**src/rtl/bcd_seg7_scan_counter.sv**
```systemverilog
// -----------------------------------------------------------------------------
// bcd_seg7_scan_counter
//
// Purpose:
//   Four-digit BCD up/down counter with a built-in scanner for a multiplexed
//   common-anode seven-segment display. The count advances once per rising
//   edge of tick_in, which comes from clk_divider. Everything runs on
//   clock_in, so no second clock domain exists.
//
// Parameters:
//   SCAN_DIV  number of clock_in cycles each digit stays lit (2 .. 2^20-1)
//
// Ports:
//   clock_in   in   1   board clock, the only clock of the block
//   reset_n    in   1   asynchronous, active-low reset
//   tick_in    in   1   divided clock, synchronous to clock_in
//   enable     in   1   1 = tick edges step the count, 0 = edges ignored
//   up_down    in   1   1 = count up, 0 = count down (sampled on step cycle)
//   clear      in   1   synchronous clear of the count (beats a step)
//   count_bcd  out  16  {d3,d2,d1,d0} registered BCD count
//   wrap       out  1   one-cycle pulse on 9999->0000 or 0000->9999
//   an         out  4   digit anodes, active-low, an[0] = d0
//   seg        out  7   cathodes {g,f,e,d,c,b,a}, active-low
//   dp         out  1   decimal point, active-low, held off (1)
//
// Build option:
//   LEADING_ZERO_BLANK_EN  when defined, digits above the most-significant
//                          nonzero digit are blanked (d0 always shown).
// -----------------------------------------------------------------------------
module bcd_seg7_scan_counter #(
    parameter int unsigned SCAN_DIV = 100000
) (
    input  logic        clock_in,
    input  logic        reset_n,
    input  logic        tick_in,
    input  logic        enable,
    input  logic        up_down,
    input  logic        clear,
    output logic [15:0] count_bcd,
    output logic        wrap,
    output logic [3:0]  an,
    output logic [6:0]  seg,
    output logic        dp
);

    localparam logic [19:0] SCAN_LAST = 20'(SCAN_DIV - 1);

    // ------------------------------------------------------------------
    // Helpers
    // ------------------------------------------------------------------
    // Returns {carry_out, incremented value}; carry_out is set only when
    // every digit was 9, i.e. on the 9999 -> 0000 roll.
    function automatic logic [16:0] bcd_inc(input logic [15:0] v);
        logic [15:0] r;
        logic        c;
        r = v;
        c = 1'b1;
        for (int i = 0; i < 4; i++) begin
            if (c) begin
                if (v[i*4 +: 4] == 4'd9) begin
                    r[i*4 +: 4] = 4'd0;
                end else begin
                    r[i*4 +: 4] = v[i*4 +: 4] + 4'd1;
                    c           = 1'b0;
                end
            end
        end
        return {c, r};
    endfunction

    // Returns {borrow_out, decremented value}; borrow_out is set only on
    // the 0000 -> 9999 roll.
    function automatic logic [16:0] bcd_dec(input logic [15:0] v);
        logic [15:0] r;
        logic        b;
        r = v;
        b = 1'b1;
        for (int i = 0; i < 4; i++) begin
            if (b) begin
                if (v[i*4 +: 4] == 4'd0) begin
                    r[i*4 +: 4] = 4'd9;
                end else begin
                    r[i*4 +: 4] = v[i*4 +: 4] - 4'd1;
                    b           = 1'b0;
                end
            end
        end
        return {b, r};
    endfunction

    // Active-low gfedcba; codes 10..15 never occur and show blank.
    function automatic logic [6:0] seg_decode(input logic [3:0] d);
        logic [6:0] s;
        case (d)
            4'd0:    s = 7'h40;
            4'd1:    s = 7'h79;
            4'd2:    s = 7'h24;
            4'd3:    s = 7'h30;
            4'd4:    s = 7'h19;
            4'd5:    s = 7'h12;
            4'd6:    s = 7'h02;
            4'd7:    s = 7'h78;
            4'd8:    s = 7'h00;
            4'd9:    s = 7'h10;
            default: s = 7'h7F;
        endcase
        return s;
    endfunction

    // ------------------------------------------------------------------
    // Tick edge detect and counter
    // ------------------------------------------------------------------
    logic        tick_q;
    logic        step;
    logic [16:0] inc_res;
    logic [16:0] dec_res;

    assign step    = tick_in & ~tick_q & enable;
    assign inc_res = bcd_inc(count_bcd);
    assign dec_res = bcd_dec(count_bcd);

    always_ff @(posedge clock_in or negedge reset_n) begin
        if (!reset_n) begin
            tick_q    <= 1'b0;
            count_bcd <= 16'h0000;
            wrap      <= 1'b0;
        end else begin
            // tick_q follows tick_in even during clear, so an edge that
            // coincides with clear is swallowed rather than replayed later.
            tick_q <= tick_in;
            if (clear) begin
                count_bcd <= 16'h0000;
                wrap      <= 1'b0;
            end else if (step) begin
                if (up_down) begin
                    count_bcd <= inc_res[15:0];
                    wrap      <= inc_res[16];
                end else begin
                    count_bcd <= dec_res[15:0];
                    wrap      <= dec_res[16];
                end
            end else begin
                wrap <= 1'b0;
            end
        end
    end

    // ------------------------------------------------------------------
    // Display scan
    // ------------------------------------------------------------------
    logic [19:0] scan_cnt;
    logic [1:0]  idx;
    logic [3:0]  digit_sel;
    logic [6:0]  seg_next;

`ifdef LEADING_ZERO_BLANK_EN
    logic [3:0] lz_blank;
    always_comb begin
        lz_blank    = 4'b0000;
        lz_blank[3] = (count_bcd[15:12] == 4'd0);
        lz_blank[2] = lz_blank[3] && (count_bcd[11:8] == 4'd0);
        lz_blank[1] = lz_blank[2] && (count_bcd[7:4] == 4'd0);
    end
`endif

    always_comb begin
        digit_sel = count_bcd[3:0];
        case (idx)
            2'd0:    digit_sel = count_bcd[3:0];
            2'd1:    digit_sel = count_bcd[7:4];
            2'd2:    digit_sel = count_bcd[11:8];
            default: digit_sel = count_bcd[15:12];
        endcase
        seg_next = seg_decode(digit_sel);
`ifdef LEADING_ZERO_BLANK_EN
        if (lz_blank[idx]) begin
            seg_next = 7'h7F;
        end
`endif
    end

    // an and seg share one register stage so they always refer to the
    // same digit; the lit digit lags count_bcd by one cycle.
    always_ff @(posedge clock_in or negedge reset_n) begin
        if (!reset_n) begin
            scan_cnt <= 20'd0;
            idx      <= 2'd0;
            an       <= 4'b1111;
            seg      <= 7'h7F;
        end else begin
            if (scan_cnt == SCAN_LAST) begin
                scan_cnt <= 20'd0;
                idx      <= idx + 2'd1;
            end else begin
                scan_cnt <= scan_cnt + 20'd1;
            end
            an  <= ~(4'b0001 << idx);
            seg <= seg_next;
        end
    end

    assign dp = 1'b1;

endmodule

```
**config.mk**
```make
export PLATFORM = sky130hd
export DESIGN_NAME = bcd_seg7_scan_counter
export DESIGN_NICKNAME = d
export VERILOG_FILES = /design/src/rtl/bcd_seg7_scan_counter.sv
export SDC_FILE = /design/constraint.sdc
export NUM_CORES = 1
export LEC_CHECK = 0
export CAP_MARGIN = 30
export CORE_ASPECT_RATIO = 0.5
export CORE_MARGIN = 8
export CORE_UTILIZATION = 55
export CTS_CLUSTER_DIAMETER = 60
export DETAILED_ROUTE_END_ITERATION = 7
export PLACE_DENSITY_LB_ADDON = 0.15
export SETUP_SLACK_MARGIN = 0.02
export SLEW_MARGIN = 25
export SYNTH_ARGS = -nofsm -noshare
export SYNTH_HDL_FRONTEND = slang
export SYNTH_SLANG_ARGS = --single-unit
```
**constraint.sdc**
```tcl
create_clock -name clock_in -period 6 [get_ports clock_in]
set_clock_uncertainty 0.1 [all_clocks]
set_input_delay 1.2 -clock clock_in [delete_from_list [all_inputs] [get_ports clock_in]]
set_output_delay 1.2 -clock clock_in [all_outputs]
set_load 0.01 [all_outputs]
```
# After elaboration in Yosys (flattened, before gate mapping)
# Memory sizes are Yosys's and may differ from the RTL's. A register that Yosys moved wholly into a read port is not among the register bits.
# Cells that the tools add are included.
[totals] regBits=44 latch_bits=0 ram_bits=0 rom_bits=112 in_bits=6 n_memories=1
[op_classes] n_addsub=10 multipliers=0 div_mod_pow=0 n_lt_le_gt_ge=0 eq_ne=10 shift=1 n_mux=36 n_bitwise=4 reduce_logical=13
[memory_table] memory="(name not given)" words=16 width=7 rd=1 rd_clocked_by_memory_dff=1 write_ports=0 line="94" rtl="case (d)"
[op_table] op="$mux 4" n=14
[op_table] op="$mux 16" n=3
[op_table] op="$add 20x1->20 const B" n=1
[op_table] op="$eq 20x17->1 const B" n=1
[op_table] op="$mux 20" n=1
[op_table] op="$mux 1" n=17
[op_table] op="$add 4x1->4 const B" n=4
[op_table] op="$eq 4x4->1 const B" n=4
[op_table] op="$logic_not 4->1" n=4
[op_table] op="$sub 4x1->4 const B" n=4
[op_table] op="$pmux 4 s3" n=1
[op_table] op="$ne 3x1->1 const B" n=3
[op_table] op="$reduce_and 3->1" n=3
[op_table] op="$reduce_bool 3->1" n=3
[op_table] op="$not 4->4" n=1
[op_table] op="$shl 1x2->4 const A" n=1
[op_table] op="$add 2x1->2 const B" n=1
[op_table] op="$and 1x1->1" n=2
[op_table] op="$eq 2x1->1 const B" n=1
[op_table] op="$eq 2x2->1 const B" n=1
[op_table] op="$logic_not 2->1" n=1
[op_table] op="$reduce_bool 2->1" n=1
[op_table] op="$logic_not 1->1" n=1
[op_table] op="$not 1->1" n=1

# Depth between registers and ports, before layout
# Gate-level depths: netlist (run 1).
[depth] depth_word=8 depth_mapped=9 mapped_depth_nobuf=9

# Worst setup path before layout (run 1)
# No wires, ideal clock.
[synth_path] path_kind="input-to-reg" start="input enable" end="register count_bcd[8]" setup_ps=83 t_arrival_ps=2648 path_slack_ps=3169 cell_stages=6 path_cell_list="nand3b_1 > and2b_1 > or4_1 > buf_2 > a2111o_1 > o21ai_0"
[synth_between] elab_chain_cells=3
[synth_rtl] element="from (decl)" line="36" rtl="input logic enable,"
[synth_rtl] element="$and 1x1->1" line="118" rtl="assign step = tick_in & ~tick_q & enable;"
[synth_rtl] element="$reduce_bool 2->1 (no source line)"
[synth_rtl] element="$reduce_and 3->1 (no source line)"
[synth_rtl] element="to (signal assigned)" line="136" rtl="count_bcd <= inc_res[15:0];"
[synth_rtl] element="to (signal assigned)" line="139" rtl="count_bcd <= dec_res[15:0];"
[synth_rtl] element="to (decl)" line="39" rtl="output logic [15:0] count_bcd,"
# Every way passes these cells.
# A chain may end at the register's enable or synchronous reset.

# Worst setup path in the final report (run 1)
[layout_path] start="input clear" end="register count_bcd[8]"
[layout_between] elab_chain_cells=2
[layout_rtl] element="from (decl)" line="38" rtl="input logic clear,"
[layout_rtl] element="$ne 3x1->1 (no source line), or another cell as far along"
[layout_rtl] element="$reduce_and 3->1 (no source line)"
# Parallel ways exist; a longest one is shown, timed or not.

==> results by group, run 1 <==
Setup path
  – Critical Path Start: clear
  – Worst r2r src: count_bcd[0]
  – Req. time, crit path: 6110 ps
  – Worst-case reg-to-reg path depth: 7
  – Crit Path Class: input port to flop
  – Critical path fanouts, max: 16
  – CP Capture Point: count_bcd[8]
  – Arrival time worst endpoint: 3680 ps
  – Reg2reg setup slack: 3300 ps
  – RR Endpoint: count_bcd[8]
  – Type of element launching the critical path: input port
  – Crit end category: flop

Power and ir drop
  – Peak VDD IR: 0.000191 V
  – Pwr Density: 308 mW/mm^2
  – P_leak: 1.53 nW
  – Total power: 1.11 mW

Clock network
  – H-tree Lvls: 2
  – Clock tree buffer depth: 2
  – CTS tree: done
  – Post-cts repair resize count: 0
  – Clk root buf: clkbuf_16
  – CTS Hold Bufs: 0
  – Clk sinks: 51
  – Clock-pin slew on the worst setup and hold paths: 70 ps
  – Postcts setup bufs: 0
  – Total CTS buffers: 5
  – Clock latency on the worst-skew pair: 290 ps

Yosys
  – Library cells used by synthesis: 60
  – Ys async rst share: 1.00
  – Simple-gate share of the synthesized area: 0.202
  – Xor/xnor share of the synthesized area: 0.0507
  – Flops & latches, synth: 51
  – Top FF cell, synth: dfrtp_1
  – Number of flops mapped to enable cells by yosys: 0
  – Post-synthesis sequential area ratio: 0.415
  – Cells after Synth: 325
  – Yosys warns: 0
  – Synth Area in Adders: 0.0845
  – Syn nets: 352
  – Synth Cell Area: 0.00311 mm^2
  – Fraction of synthesized area in multiplexers: 0.0197
  – Synth Area in Compound Gates: 0.165
  – Syn_area_per_cell: 9.56 um^2
  – Main combinational cell family by area after synthesis: simple AND/OR/NAND/NOR gates

Route
  – Vias/cell: 6.00
  – Drt first pass iters: 5
  – Via count: 2570
  – Routed len/inst: 16.5 um
  – Detailed Route Iter0 Violations: 240
  – WL final: 7060 um
  – Post-route DRC: 0
  – Antenna-violating nets left: 0

Die
  – Core footprint: 0.00547 mm^2
  – Row Count: 19
  – Die Ht: 69.2 um
  – Die area: 0.00846 mm^2
  – Initial Util: 0.568
  – Die width: 122 um
  – I/O pin total: 35

Final layout
  – Core Util, Final: 0.657
  – Ratio of cells with drive above 1 in the final layout: 0.0930
  – Area Overhead vs Synth: 15.6%
  – FILL cells: 425
  – Final Instance Area: 0.00359 mm^2
  – Diode count: 0
  – Final Non-Filler Cells: 428
  – Nets@finish: 381

STA
  – Slew margin rel.: 0.465
  – Min Tclk post-route: 3560 ps
  – Final Cycle Share: 0.594
  – Setup TNS: 0 ps
  – Fin. Hold Viols: 0
  – RSZ-0062 raised after global routing: no
  – Final hold slack: 356 ps
  – Final Max Tran Viols: 0
  – Fmax: 0.281 GHz
  – Setup violators final: 0
  – Worst setup margin: 2440 ps
  – Slew @ Worst Pin: 780 ps

Min path
  – Min-Delay Path Class: flop to flop

Global route
  – Vias in the first global route: 2488
  – GRT met1 Usage: 0.219
  – Largest net degree at the start of global routing: 52
  – Total GRT Usage: 0.170
  – Busiest grt layer: met2
  – First-pass GRT wire length: 11800 um
  – Antenna violations before repair: 0
  – Met3 Use GR: 0.0431
  – Routing usage on met2: 0.270
  – Grt ovf: 0

Run status
  – Outcome: finished clean

Placed design
  – DP Cell Count: 420
  – Port bufs: 33
  – DPL Wire Length: 5030 um
  – Post-DP Area: 0.00345 mm^2
  – RePlAce Congestion: 0.915
  – Pre-CTS WS: 2180 ps

Flow run
  – Total of max-cap violations: 0
==> cells in the mapped netlist (3+ instances only) <==
cell / count / area share
and3_1: 4 / 0.0081
xnor2_1: 12 / 0.034
xor2_1: 6 / 0.017
a31oi_1: 5 / 0.010
o21ai_0: 11 / 0.018
nor2_1: 30 / 0.036
a222oi_1: 4 / 0.013
nand3_1: 15 / 0.024
or4_1: 4 / 0.0097
a21oi_1: 19 / 0.031
inv_1: 26 / 0.031
nor3_1: 12 / 0.019
dfrtp_1: 40 / 0.32
dfstp_2: 11 / 0.093
ha_1: 21 / 0.085
or3_1: 3 / 0.0060
nand2_1: 15 / 0.018
a32oi_1: 4 / 0.011
clkbuf_1: 5 / 0.0060
nand4_1: 7 / 0.014
a21o_1: 6 / 0.014
o32ai_1: 3 / 0.0085
a211oi_1: 3 / 0.0072
mux2i_1: 5 / 0.016
==> logic make-up (layout without fill, tap and decap cells) <==
kind of cell / Yosys count / in the layout
flip-flops: 51 / 51
multiplexers: 6 / 6
other: 1 / 1
AO/OA/AOI/OAI: 74 / 74
XOR/XNOR: 18 / 18
buffers and inverters: 39 / 69
AND/OR/NAND/NOR: 115 / 115
adder cells (fa/ha/maj): 21 / 21
==> placed cells by master (no fill, tap or decap), types with 4 or more instances in the layout <==
master           Yosys  final
a21o_1               6      6
a21oi_1             19     19
a222oi_1             4      4
a31oi_1              5      5
a32oi_1              4      4
and3_1               4      4
clkbuf_16            0      5
clkdlybuf4s50_1      0     32
dfrtp_1             40     40
dfstp_2             11     11
ha_1                21     21
inv_1               26     26
mux2i_1              5      5
nand2_1             15     15
nand3_1             15     15
nand4_1              7      7
nor2_1              30     30
nor3_1              12     12
o21ai_0             11     11
or4_1                4      4
xnor2_1             12     12
xor2_1               6      6
==> critical path, cell delays in order <==
cell             delay (ps)
clkdlybuf4s50_1         800
nand2b_2                390
nor2_2                  110
or4_1                   670
a2111o_1                430
o21ai_0                  80
==> worst min path at each step <==
| stage | to | from | slack [ps] | cells after the start |
|---|---|---|---|---|
| floorplan | scan_cnt[0] | scan_cnt[0] | 330 | 1 |
| detailed placement | scan_cnt[0] | scan_cnt[0] | 350 | 1 |
| global placement | scan_cnt[0] | scan_cnt[0] | 350 | 1 |
| CTS | scan_cnt[0] | scan_cnt[0] | 360 | 1 |
| finish | scan_cnt[0] | scan_cnt[0] | 360 | 1 |
| global route | scan_cnt[0] | scan_cnt[0] | 390 | 1 |
==> metal layers <==
metal,routed length [um],share of wire
met4,104,0.015
met5,0,0
met2,3330,0.47
met1,3070,0.43
met3,558,0.079
==> registers in the layout, summed over array words and instances (netlist names) <==
register and flops:
count_bcd 16, seg 7, wrap 1, tick_q 1
scan_cnt 20, idx 2, an 4
==> area by class of cell <==
type                       count  area, um^2  share of cell area
sequential                    51        1290               0.359
clock inverter                 2        17.5             0.00488
inverter                      26        97.6              0.0272
timing repair buffer          35         340              0.0947
clock buffer                   6         129              0.0359
multi-input combinational    235        1630               0.453
tap                           73        91.3              0.0254
==> where the power goes <==
part / internal [mW] / total, mW / switching, mW / leakage (nW)
Clock: 0.157 / 0.289 / 0.132 / 0.0710
Combinational: 0.168 / 0.341 / 0.173 / 0.816
Sequential: 0.405 / 0.478 / 0.0727 / 0.640
Total: 0.729 / 1.11 / 0.378 / 1.53
Power figures use the tool's default switching activity.
==> run 2, diff against run 1 <==
- CORE_UTILIZATION: 55 -> 51
- clock period: 6 -> 3.17 ns (I/O delays scaled with it)
==> run 2 against run 1 <==
Sequential cell count did not move. Sequential share of layout area fell by 0.72 points. Cell count rose by 3.0%. Total power rose by 93%. Worst hold slack got worse by 210 ps. Count of clock-buffer cells in the layout fell by 1. Sequential power rose by 89%. Critical path depth did not move. Register-to-register slack got worse by 2600 ps. Utilization fell by 4.4 points. Worst setup slack got worse by 1800 ps. Largest power group unchanged.
==> results by group, run 2 (synthesis gave the netlist of run 1 again) <==
Run status
  – Outcome: finished clean (unchanged)

Die
  – Row Count: 20 (was 19)
  – Core footprint: 0.00598 mm^2 (was 0.00547 mm^2)
  – Die width: 126 um (was 122 um)
  – Initial Util: 0.520 (was 0.568)
  – Die Ht: 71.2 um (was 69.2 um)
  – I/O pin total: 35 (unchanged)
  – Die area: 0.00900 mm^2 (was 0.00846 mm^2)

Route
  – Post-route DRC: 0 (unchanged)
  – Met1 Wirelength: 3140 um (was 3070 um)
  – WL final: 7220 um (was 7060 um)
  – Via count: 2582 (was 2570)
  – Vias/cell: 5.85 (was 6.00)
  – Met3 wire len: 510 um (was 558 um)
  – WL met2: 3510 um (was 3330 um)
  – Routed len/inst: 16.4 um (was 16.5 um)
  – Drt first pass iters: 6 (was 5)
  – Antenna-violating nets left: 0 (unchanged)
  – Detailed Route Iter0 Violations: 201 (was 240)
  – Max layer used: met4 (unchanged)

STA
  – RSZ-0062 raised after global routing: no (unchanged)
  – Min Tclk post-route: 2570 ps
  – Final Cycle Share: 0.811
  – Fin. Hold Viols: 0 (unchanged)
  – Fmax: 0.389 GHz
  – Setup TNS: 0 ps (unchanged)
  – Slew @ Worst Pin: 795 ps (was 780 ps)
  – Slew margin rel.: 0.455 (was 0.465)
  – Setup violators final: 0 (unchanged)
  – Final Max Tran Viols: 0 (unchanged)

Clock network
  – Total CTS buffers: 5 (unchanged)
  – Post-cts repair resize count: 0 (unchanged)
  – CTS tree: done (unchanged)
  – Clk sinks: 51 (unchanged)
  – H-tree Lvls: 2 (unchanged)
  – CTS Hold Bufs: 0 (unchanged)
  – Postcts setup bufs: 0 (unchanged)
  – Clk root buf: clkbuf_16 (unchanged)
  – Clock-pin slew on the worst setup and hold paths: 70 ps (about the same)
  – Clock tree buffer depth: 2 (unchanged)
  – Clock latency on the worst-skew pair: 300 ps (was 290 ps)

Setup path
  – Critical Path Start: clear (unchanged)
  – Crit end category: flop (unchanged)
  – Slowest stage delay, CP: 640 ps (was 800 ps)
  – Type of element launching the critical path: input port (unchanged)
  – Arrival time worst endpoint: 2690 ps (was 3680 ps)
  – Req. time, crit path: 3290 ps (was 6110 ps)
  – Critical Path Slowest Stage Cell: or4_1 (was clkdlybuf4s50_1)
  – CP cell instances: clkdlybuf4s50_1, nand2b_2, nor2_2, or4_1, a2111o_1, o21ai_0 (unchanged)
  – Crit path buffers/inverters: 1 (unchanged)
  – CP top delay family: simple AND/OR/NAND/NOR gates (unchanged)
  – Worst r2r src: count_bcd[4] (was count_bcd[0])
  – Crit Path Class: input port to flop (unchanged)
  – Critical path fanouts, max: 8 (was 16)

Global route
  – First-pass GRT wire length: 12300 um (was 11800 um)
  – Total GRT Usage: 0.168 (was 0.170)
  – Antenna violations before repair: 0 (unchanged)
  – Vias in the first global route: 2540 (was 2488)
  – Largest net degree at the start of global routing: 20 (was 52)
  – Grt ovf: 0 (unchanged)

Final layout
  – Most common cell after layout, fill and taps aside: dfrtp_1 (unchanged)
  – Largest regs: scan_cnt x20, count_bcd x16, seg x7 (unchanged)
  – Largest Register: scan_cnt (unchanged)
  – Nets@finish: 390 (was 381)
  – Most frequent cells in the layout: dfrtp_1 (40), clkdlybuf4s50_1 (32), nor2_1 (30) (unchanged)
  – Diode count: 0 (unchanged)
  – Area Overhead vs Synth: 18.0% (was 15.6%)
  – Final Instance Area: 0.00367 mm^2 (was 0.00359 mm^2)
  – Max reg flops: 20 (unchanged)
  – Ratio of cells with drive above 1 in the final layout: 0.118 (was 0.0930)

Flow run
  – Total of max-cap violations: 0 (unchanged)

Power and ir drop
  – Total power: 2.13 mW (was 1.11 mW)
  – P_leak: 1.57 nW (was 1.53 nW)
  – Peak VDD IR: 0.000273 V (was 0.000191 V)
  – Pwr Density: 582 mW/mm^2 (was 308 mW/mm^2)

Placed design
  – RePlAce Congestion: 0.904 (was 0.915)
  – Post-DP Area: 0.00352 mm^2 (was 0.00345 mm^2)
  – Port bufs: 33 (unchanged)
  – DPL Wire Length: 5300 um (was 5030 um)

Min path
  – Min-Delay Path Class: input port to asynchronous set/reset pin (was flop to flop)
[run 2: final cells by class]
class / count / area [um^2]
inverters: 26 / 97.6
repair buffers: 44 / 408
well taps: 77 / 96.3
multi-input cells: 235 / 1630
flip-flops and latches: 51 / 1290
clock buffers: 5 / 125
clock inverters: 3 / 22.5
fillers: 503 / 2310
[run 2: worst paths after layout]
check | end | slack (ps) | depth (start not counted)
worst max-delay path | count_bcd[8] | 600 | 6
worst min-delay path | scan_cnt[7] | 140 | 1
worst max register to register | count_bcd[8] | 680 | 8
worst min register to register | scan_cnt[0] | 370 | 1
max in group asynchronous | an[2] | 2170 | 2
min in group clock_in | scan_cnt[0] | 370 | 1
[run 2: power by group]
part | internal (mW) | switching [mW] | total, mW
Combinational | 0.337 | 0.330 | 0.667
Sequential | 0.766 | 0.139 | 0.905
Clock | 0.298 | 0.264 | 0.562
[run 2: metal layers]
layer | GRT usage | up-vias
met5 | 0 | -
met4 | 0.0542 | 0
met3 | 0.0487 | 6
met2 | 0.279 | 68
met1 | 0.206 | 1267
li1 | - | 1241
[run 2: stage by stage]
stage	hold slack, ps	setup WS (ps)	util	std cells
final	142	601	0.613	441
after global routing	165	462	0.613	441
after CTS	154	627	0.613	441
after detailed placement	362	322	0.588	433
after global placement	344	364	0.588	433
after floorplan	238	848	-	325
